<file path="src/rtl/deser_pkg.sv">
// Shared types for the word deserializer: the two-state frame collection FSM.
package deser_pkg;

  typedef enum logic [0:0] {
    COLLECT = 1'b0,
    FULL    = 1'b1
  } state_t;

endpackage

</file>
<file path="src/rtl/word_slot.sv">
// One word of the assembled frame: a bits-wide register with load enable,
// cleared by the asynchronous reset.
module word_slot #(
  parameter int bits = 4
) (
  input  logic            clk,
  input  logic            reset,
  input  logic            load,
  input  logic [bits-1:0] d,
  output logic [bits-1:0] q
);

  // Slot storage; holds its value until explicitly loaded.
  always_ff @(posedge clk or posedge reset) begin
    if (reset) begin
      q <= {bits{1'b0}};
    end else if (load) begin
      q <= d;
    end else begin
      q <= q;
    end
  end

endmodule

</file>
<file path="src/rtl/word_deserializer.sv">
// Collects length strobed words of bits each into one parallel frame, holds it
// until acknowledged, and flags words that arrive while a frame is held.
module word_deserializer
  import deser_pkg::*;
#(
  parameter int bits   = 4,
  parameter int length = 4
) (
  input  logic                   clk,
  input  logic                   reset,
  input  logic                   shift_in,
  input  logic [bits-1:0]        data_in,
  input  logic                   abort,
  input  logic                   ack,
  output logic [bits*length-1:0] data_out,
  output logic                   valid,
  output logic                   overrun
);

  localparam int CW = $clog2(length + 1);
  localparam logic [CW-1:0] CNT_ZERO = {CW{1'b0}};
  localparam logic [CW-1:0] CNT_ONE  = CW'(1);
  localparam logic [CW-1:0] CNT_LAST = CW'(length - 1);

  state_t          state_r;
  state_t          state_next_s;
  logic [CW-1:0]   count_r;
  logic [CW-1:0]   count_next_s;
  logic            overrun_r;
  logic            overrun_next_s;
  logic            wr_en_s;
  logic [CW-1:0]   wr_idx_s;
  logic [length-1:0] load_s;

  // State, word counter and sticky overrun flag.
  always_ff @(posedge clk or posedge reset) begin
    if (reset) begin
      state_r   <= COLLECT;
      count_r   <= CNT_ZERO;
      overrun_r <= 1'b0;
    end else begin
      state_r   <= state_next_s;
      count_r   <= count_next_s;
      overrun_r <= overrun_next_s;
    end
  end

  // Next-state logic; abort outranks a same-cycle strobe while collecting,
  // and ack+strobe in FULL restarts the next frame at slot 0 without loss.
  always_comb begin
    state_next_s   = state_r;
    count_next_s   = count_r;
    overrun_next_s = overrun_r;
    wr_en_s        = 1'b0;
    wr_idx_s       = count_r;
    case (state_r)
      COLLECT: begin
        if (abort) begin
          count_next_s = CNT_ZERO;
        end else if (shift_in) begin
          wr_en_s = 1'b1;
          if (count_r == CNT_LAST) begin
            state_next_s = FULL;
            count_next_s = CNT_ZERO;
          end else begin
            count_next_s = count_r + CNT_ONE;
          end
        end else begin
          count_next_s = count_r;
        end
      end
      FULL: begin
        if (ack) begin
          state_next_s = COLLECT;
          if (shift_in) begin
            wr_en_s      = 1'b1;
            wr_idx_s     = CNT_ZERO;
            count_next_s = CNT_ONE;
          end else begin
            count_next_s = CNT_ZERO;
          end
        end else if (shift_in) begin
          overrun_next_s = 1'b1;
        end else begin
          overrun_next_s = overrun_r;
        end
      end
      default: begin
        state_next_s = COLLECT;
        count_next_s = CNT_ZERO;
      end
    endcase
  end

  // One-hot load enable for the slot being written.
  always_comb begin
    load_s = {length{1'b0}};
    for (int i = 0; i < length; i++) begin
      if (wr_en_s && (wr_idx_s == CW'(i))) begin
        load_s[i] = 1'b1;
      end else begin
        load_s[i] = 1'b0;
      end
    end
  end

  for (genvar g = 0; g < length; g++) begin : g_slot
    word_slot #(
      .bits(bits)
    ) u_slot (
      .clk  (clk),
      .reset(reset),
      .load (load_s[g]),
      .d    (data_in),
      .q    (data_out[g*bits +: bits])
    );
  end

  assign valid   = (state_r == FULL);
  assign overrun = overrun_r;

endmodule

</file>
<file path="config.mk">
export PLATFORM = sky130hd
export DESIGN_NAME = word_deserializer
export DESIGN_NICKNAME = d
export VERILOG_FILES = /design/src/rtl/deser_pkg.sv /design/src/rtl/word_slot.sv /design/src/rtl/word_deserializer.sv
export SDC_FILE = /design/constraint.sdc
export NUM_CORES = 1
export LEC_CHECK = 0
export CAP_MARGIN = 10
export CORE_UTILIZATION = 45
export DETAILED_ROUTE_END_ITERATION = 10
export PLACE_DENSITY = 0.77
export RECOVER_POWER = 100
export SLEW_MARGIN = 20
export SYNTH_ARGS = -nofsm -noshare
export SYNTH_HDL_FRONTEND = slang
export SYNTH_HIERARCHICAL = 1
export SYNTH_SLANG_ARGS = --single-unit
</file>
<file path="constraint.sdc">
create_clock -name clk -period 1.8 [get_ports clk]
set_input_delay 0.45 -clock clk [delete_from_list [all_inputs] [get_ports clk]]
set_output_delay 0.45 -clock clk [all_outputs]
set_load 0.02 [all_outputs]
</file>
==> results by stage, run 1 <==
Outcome:
- The flow ran to the end, and the final reports show no timing, DRC or antenna violations.

Timing:
- For the final routed database, the setup TNS stands at 0 ps.
- Setup repair after global routing left no endpoint under its margin.
- The transition time of the tightest slew-check pin is 321 ps.
- Derived from the worst setup path, the maximum achievable clock frequency is 0.568 GHz.
- Hold timing on the final database bottoms out at a slack of 483 ps.
- The final-report hold violation count is 0.
- The worst pin sits at a relative slew slack of 78.5%.
- The post-layout minimum cycle time is 1760 ps.
- The number of endpoints failing setup at the final stage is 0.
- The number of slew-limit violations in the final report came to 0.
- The minimum setup slack in the final design is 39.5 ps.
- For the final database, setup skew stands at 3.90 ps.
- The final cycle utilization of the critical path is 97.8%.

Route:
- The routed length per instance is 14.9 um.
- The detailed router finished its first iteration with 6 violations.
- The remaining antenna violation count is 0.
- The routed design has 1.88 mm of wire.
- The vias after detailed routing is 643.
- The routed via count divided by cell count is 5.10.
- For this run, the detailed router's first-pass iteration total came to 4.
- For this run, design rule violations remaining after detail routing come to 0.

Floorplan:
- The core box area is 1820 um2.
- The vertical die dimension is 47.1 um.
- The die covers 2210 um2.
- The die span in x is 47.1 um.
- The cell row count is 15.
- The starting density of the core is 50.2%.
- 27 I/O pins were placed.

Logic synthesis:
- After synthesis, the netlist uses 18 different library cells.
- The cell count after synthesis is 68.
- The Yosys warning count is 6.
- The post-synth net total is 78.
- The share of the yosys chip area belonging to registers is 57.5%.
- The post-synthesis instance area is 913 um2.
- The synthesis-stage register bit count is 21.
- Averaged over all synthesized cells, the footprint is 13.4 um2.

GRT:
- Entering global routing, the biggest net connects 12 pins.
- The initial antenna violation count is 0.
- The first-pass GRT wire length is 2.86 mm.
- The total overflow left after global routing is 0.
- The via count of the first global-routing pass was 620.
- The total track usage is 20.3%.

Pwr:
- In this run the power density over the cells is 1100 nW/um2.
- The analysis attributes to cell leakage a power of 0.000572 uW.
- The worst-case IR drop observed on VDD is 604 uV.

CTS:
- The number of clock sinks seen by CTS is 21.
- Once the clock tree was built, the setup fixing pass inserted 0 buffers.
- The number of hold buffers added after CTS was 0.
- The library cell used as clock root buffer is clkbuf_4.
- The clock slew at the register clock pins of the worst setup and hold paths is 110 ps.
- The longest clock path from root to sink contains 2 buffers.
- The clock network latency to the later pin of the worst-skew pair is 310 ps.
- The number of CTS-inserted buffers is 3.
- The CTS H-tree depth is 1.
- TritonCTS built the clock tree.

Placed design:
- Counting tap cells, the placed design contains a total of 122 instances.
- The placement-stage worst setup slack is -314 ps.
- The congestion estimate from routability-driven global placement came to 0.808.
- The quantity of I/O buffers inserted on ports is 26.
- The wire-length estimate of the detail-placed layout is 1.46 mm.

Worst setup path:
- The buffer and inverter count on the worst path is 1.
- Along the worst path, the maximum fanout reaches 5.
- Among cell families on the critical path, the largest total delay comes from buffers and inverters.
- The master of the slowest instance on the critical path is clkdlybuf4s50_1.
- The first element of the critical path is abort.
- Data arrives at the worst endpoint at 1970 ps.
- The critical path in this run is classified as in2reg.
- The slack of the worst reg-to-reg path is 200 ps.
- The capture instance of the worst register-to-register path is g_slot[0].u_slot/q[3]$_DFFE_PP0P_.
- The startpoint class of the critical path is a primary input.
- The worst register-to-register path begins at valid$_DFF_PP0_.
- The signal on the critical path passes through clkdlybuf4s50_1 > nor4b_4 > a32o_1 > mux2_2.
- The required time of the worst setup path is 2010 ps.
- The largest single stage delay on the critical path is 460 ps.
- For the worst flop-to-flop path, the logic depth is 3.
- The type of element capturing the critical path is a flop.

Layout:
- 0 antenna diodes ended up in the layout.
- The sequential cells in the finished layout cover a total of 526 um2.
- The layout filler cell count is 152.
- The number of standard cells in the layout, taps in and fillers out is 126.
- Compared with the post-synthesis result, the final layout area differs by 35.9%.
- Summing all multi-input logic gate instances after layout gives 360 um2.
- The net count reported at finish is 112.
- The fraction of layout instances using a drive strength above 1 is 25.7%.

Hold path:
- The class of the worst hold path is reg2reg.
- The hold path startpoint is overrun$_DFFE_PP0P_.
- The worst hold path terminates at overrun$_DFFE_PP0P_.
- The depth of the worst hold-timing path is 1.

Flow run:
- Across the run, the number of max-cap violations was 0.
==> routing by layer <==
| metal | GRT usage [%] | share of wire (%) |
|---|---|---|
| met1 | 25.6 | 45 |
| met2 | 31.9 | 49 |
| met3 | 4.62 | 4.0 |
| met4 | 12.0 | 1.6 |
| met5 | 0 | 0 |
==> timing repair <==
| action | 4_1_cts | 5_1_grt |
|---|---|---|
| pin swaps | 0 | 0 |
| gates resized for setup | 2 | 3 |
| setup endpoints to repair | 1 | 8 |
==> cells by family (layout without fill, tap and decap cells) <==
kind of cell               after synthesis  count (layout)  share of synthesized area (%)
adders and majority gates                1               1                           1.37
DFF                                     21              21                           57.5
and+or+nand+nor                         16              16                           10.7
AOI/OAI and AO/OA                        7               7                           6.17
muxes                                   17              17                           21.0
buffers and inverters                    6              39                           3.29
==> metrics by stage <==
| step | cell area, um2 | power, uW | utilization, % |
|---|---|---|---|
| 3_5_place_dp | 1220 | 1160 | 67.2 |
| 2_1_floorplan | 913 | 891 | - |
| 4_1_cts | 1250 | 1390 | 68.7 |
| 6_report | 1240 | 1360 | 68.2 |
| 3_3_place_gp | 1220 | 1140 | 67.2 |
| 5_1_grt | 1240 | 1430 | 68.2 |
==> sequential cells by signal (all words and copies together) (netlist names) <==
register         flops
count_r              3
valid                1
g_slot.u_slot/q     16
overrun              1
==> synth_stat cells <==
library cell | n | share of area (%)
a32o_1 | 2 | 2.2
o21bai_1 | 1 | 0.82
o21ai_1 | 1 | 0.55
o31ai_1 | 1 | 0.82
a21boi_0 | 1 | 0.82
mux2_2 | 17 | 21
ha_1 | 1 | 1.4
buf_6 | 1 | 1.2
nand2b_1 | 3 | 2.1
a22o_1 | 1 | 0.96
dfrtp_1 | 21 | 58
nor2_1 | 3 | 1.2
and3b_1 | 1 | 0.96
nand2_1 | 6 | 2.5
nor2b_1 | 1 | 0.69
inv_1 | 5 | 2.1
nor4b_4 | 1 | 2.6
and3_1 | 1 | 0.69
==> power by group <==
| group | switching (uW) | internal (uW) |
|---|---|---|
| clock | 143 | 86.7 |
| combinational | 229 | 268 |
| sequential | 59.3 | 576 |
| total | 431 | 930 |
==> layout by cell type (no fill, tap or decap), types with 2 or more instances in the layout <==
| master | instances |
|---|---|
| mux2_2 | 17 |
| nor2_1 | 3 |
| inv_1 | 5 |
| buf_4 | 3 |
| dfrtp_1 | 21 |
| nand2_1 | 6 |
| clkbuf_1 | 3 |
| nand2b_1 | 3 |
| clkbuf_4 | 3 |
| a32o_1 | 2 |
| clkdlybuf4s50_1 | 23 |
==> area by class of cell <==
cell class / count / area share (%)
sequential: 21 / 42.3
multi-input combinational: 41 / 29.0
timing repair buffer: 30 / 22.5
tap: 25 / 2.52
clock buffer: 4 / 2.12
inverter: 5 / 1.51
==> how the worst max path moves through the flow <==
stage | endpoint | slack, ps | cells after the start
2_1_floorplan | g_slot[2].u_slot/q[0]$_DFFE_PP0P_ | 210 | 4
3_3_place_gp | g_slot[1].u_slot/q[2]$_DFFE_PP0P_ | -270 | 4
3_5_place_dp | g_slot[1].u_slot/q[2]$_DFFE_PP0P_ | -310 | 4
4_1_cts | data_out[6] | 20 | 1
5_1_grt | g_slot[0].u_slot/q[2]$_DFFE_PP0P_ | 0.6 | 4
6_report | g_slot[0].u_slot/q[3]$_DFFE_PP0P_ | 40 | 4
Power figures use the tool's default switching activity.
==> run 2: changes to the inputs <==
--- a/config.mk
+++ b/config.mk
@@ -10,6 +10,7 @@
 export DETAILED_ROUTE_END_ITERATION = 10
 export PLACE_DENSITY = 0.77
 export RECOVER_POWER = 100
+export SKIP_LAST_GASP = 1
 export SLEW_MARGIN = 20
 export SYNTH_ARGS = -nofsm -noshare
 export SYNTH_HDL_FRONTEND = slang
==> results of run 2 <==
The final DEF is identical to that of run 1; final timing and power are the same.
==> run 3: changes to the inputs <==
--- a/config.mk
+++ b/config.mk
@@ -8,7 +8,8 @@
 export CAP_MARGIN = 10
 export CORE_UTILIZATION = 45
 export DETAILED_ROUTE_END_ITERATION = 10
-export PLACE_DENSITY = 0.77
+export HOLD_SLACK_MARGIN = 0.1
+export PLACE_DENSITY_LB_ADDON = 0.2
 export RECOVER_POWER = 100
 export SKIP_LAST_GASP = 1
 export SLEW_MARGIN = 20
==> run 3 against run 2 <==
Effect of this change:
- worst hold slack gained 13 ps
- cell area grew 1.0%
- global-route usage shrank 0.37 points
- die area is the same
- non-clock buffer count grew 1
- largest cell class unchanged
==> results by stage, run 3 (synthesis gave the netlist of run 1 again) <==
Route:
- The routed length per instance is 14.3 um.
- The first-iteration detailed-routing DRC count is 18.
- For this block, the routed nets add up to 1.82 mm of wire.
- Using the TritonRoute via totals, the vias-per-cell ratio works out to 5.35.
- The detailed router placed 680 vias in this run.
- Once detail routing completed, the nets flagged for antenna violations numbered 0.
- The number of remaining DRC errors is 0.
- The number of detailed-route iterations in the first pass is 4.

Worst setup path:
- In this run the register-to-register setup slack is 200 ps.
- The critical path in this run is classified as in2reg.
- Measured in cells, the most critical reg-to-reg path has a length of 3.
- In this run the critical register-to-register path is captured at g_slot[1].u_slot/q[3]$_DFFE_PP0P_.
- The startpoint of the most critical register-to-register path is valid$_DFF_PP0_.
- The required time of the worst setup path is 1990 ps.
- STA classifies the critical path endpoint as a flop.
- The critical path arrival is 1930 ps.
- The critical-path maximum fanout is 8.
- The startpoint class of the critical path is a primary input.
- The end point of the critical path is g_slot[0].u_slot/q[3]$_DFFE_PP0P_.
- The most critical setup path has its startpoint at shift_in.

Timing:
- The clock arrives with 2.32 ps of skew.
- Setup violations remaining at the end of the flow were counted as 0.
- Measured against its own limit, the worst slew margin works out to 77.6%.
- The final cycle utilization of the critical path is 96.5%.
- The transition time of the tightest slew-check pin is 336 ps.
- On the final layout, the worst hold slack is 496 ps.
- The achievable clock frequency is 0.575 GHz.
- Setup repair after global routing left no endpoint under its margin.
- The final-report hold violation count is 0.
- The post-layout minimum cycle time is 1740 ps.
- The number of slew-limit violations in the final report is 0.

Layout:
- The number of antenna cells inserted is 0.
- The register with the most flip-flops in the layout has 16 of them.
- After the last flow step, the layout net total stands at 113.
- The largest registers in the layout are g_slot.u_slot/q x16, count_r x3.
- Counting flops per register, the top entry is g_slot.u_slot/q.
- Leaving out fill and tap cells, the most frequent cell in the layout is clkdlybuf4s50_1.
- Of the cells placed in the final design, the portion with a size suffix greater than 1 is 25.5%.
- For this run, the share of the core covered by cells in the final layout is 68.9%.
- The area overhead of the layout relative to synthesis is 37.3%.
- In the layout the commonest cells are 24 x clkdlybuf4s50_1, 21 x dfrtp_1, 17 x mux2_2.

Floorplan:
- The starting density of the core is 50.2%.
- The core box area is 1820 um2.
- Pin placement for this block handled 27 I/O pins.
- The die span in x is 47.1 um.
- The die is 47.1 um tall.
- The die covers 2210 um2.
- The cell row count is 15.

GRT:
- The maximum number of pins on one net before global-route repair is 13.
- The first-pass GRT wire length is 2.93 mm.
- The initial antenna violation count is 0.
- Summed over all layers, the global routing overflow is 0.
- The via count of the first global-routing pass is 651.
- Global routing used 19.9% of the available tracks.

Flow run:
- The number of maximum-capacitance constraint violations is 0.

Placed design:
- The wire-length estimate of the detail-placed layout is 1.40 mm.
- During placement, the flow inserted port buffers numbering 26.
- The placer's final routability congestion estimate is 0.875.

Pwr:
- The leakage power figure is 0.000584 uW.
- The design draws 1360 uW.
- The power density over cell area is 1080 nW/um2.
- The maximum vdd ir drop is 654 uV.

CTS:
- The clock network latency to the later pin of the worst-skew pair is 300 ps.
- The number of clock sinks seen by CTS is 21.
- In this run, CTS created clock tree buffers numbering 3.
- The clock slew at the register clock pins of the worst setup and hold paths is 110 ps.
- The CTS tree is built.
- After clock tree synthesis, the setup repair step added 0 buffers.
- The maximum number of buffers from clock root to sink is 2.
- Clock tree synthesis selected as its root buffer the cell clkbuf_4.
- The CTS H-tree depth is 1.

Hold path:
- The class of the worst hold path is reg2reg.

Outcome:
- The run finished with clean final reports.
-- run 3: worst min-delay path by stage --
stage	from	to	slack (ps)	cells past startpoint
finish	overrun$_DFFE_PP0P_	overrun$_DFFE_PP0P_	500	1
global route	overrun$_DFFE_PP0P_	overrun$_DFFE_PP0P_	530	1
CTS	reset	g_slot[3].u_slot/q[0]$_DFFE_PP0P_	470	2
detailed placement	overrun$_DFFE_PP0P_	overrun$_DFFE_PP0P_	470	1
global placement	overrun$_DFFE_PP0P_	overrun$_DFFE_PP0P_	460	1
floorplan	reset	g_slot[0].u_slot/q[0]$_DFFE_PP0P_	220	1
-- run 3: metrics by stage --
stage / area (um2) / setup WS, ps / setup TNS (ps) / instances
2_1_floorplan: 913 / 209 / 0 / 68
3_3_place_gp: 1230 / -275 / -4260 / 123
3_5_place_dp: 1230 / -294 / -4550 / 123
4_1_cts: 1260 / 23.7 / 0 / 127
5_1_grt: 1250 / 10.5 / 0 / 127
6_report: 1250 / 62.3 / 0 / 127
-- run 3: final cells by class --
class | instances | area [um2]
clock buffer | 3 | 22.5
clock inverter | 1 | 5.00
fill | 145 | 567
inverter | 5 | 18.8
multi-input combinational | 41 | 358
sequential | 21 | 526
tap | 25 | 31.3
timing repair buffer | 31 | 293
-- run 3: critical path, cell delays in order --
cell	delay (ps)
clkdlybuf4s50_1	480
clkbuf_1	290
a32o_1	350
mux2_2	360
-- run 3: what timing repair did --
item                       in CTS  in global routing
hold buffers                    0                  0
gates cloned                    0                  0
setup endpoints to repair       1                 16
pin swaps                       0                  1
resized for setup               1                  0
-- run 3: routing by layer --
layer / global-route usage [%] / up-vias / routed length, um
li1: - / 307 / -
met1: 27.3 / 339 / 797
met2: 32.2 / 32 / 899
met3: 2.31 / 2 / 108
met4: 8.57 / 0 / 13
met5: 0 / - / 0
-- run 3: power breakdown --
part	switching, uW	internal, uW	leakage (uW)
clock network	139	82.7	0.0000177
logic	225	277	0.000298
registers	57.3	575	0.000268
total	422	935	0.000584
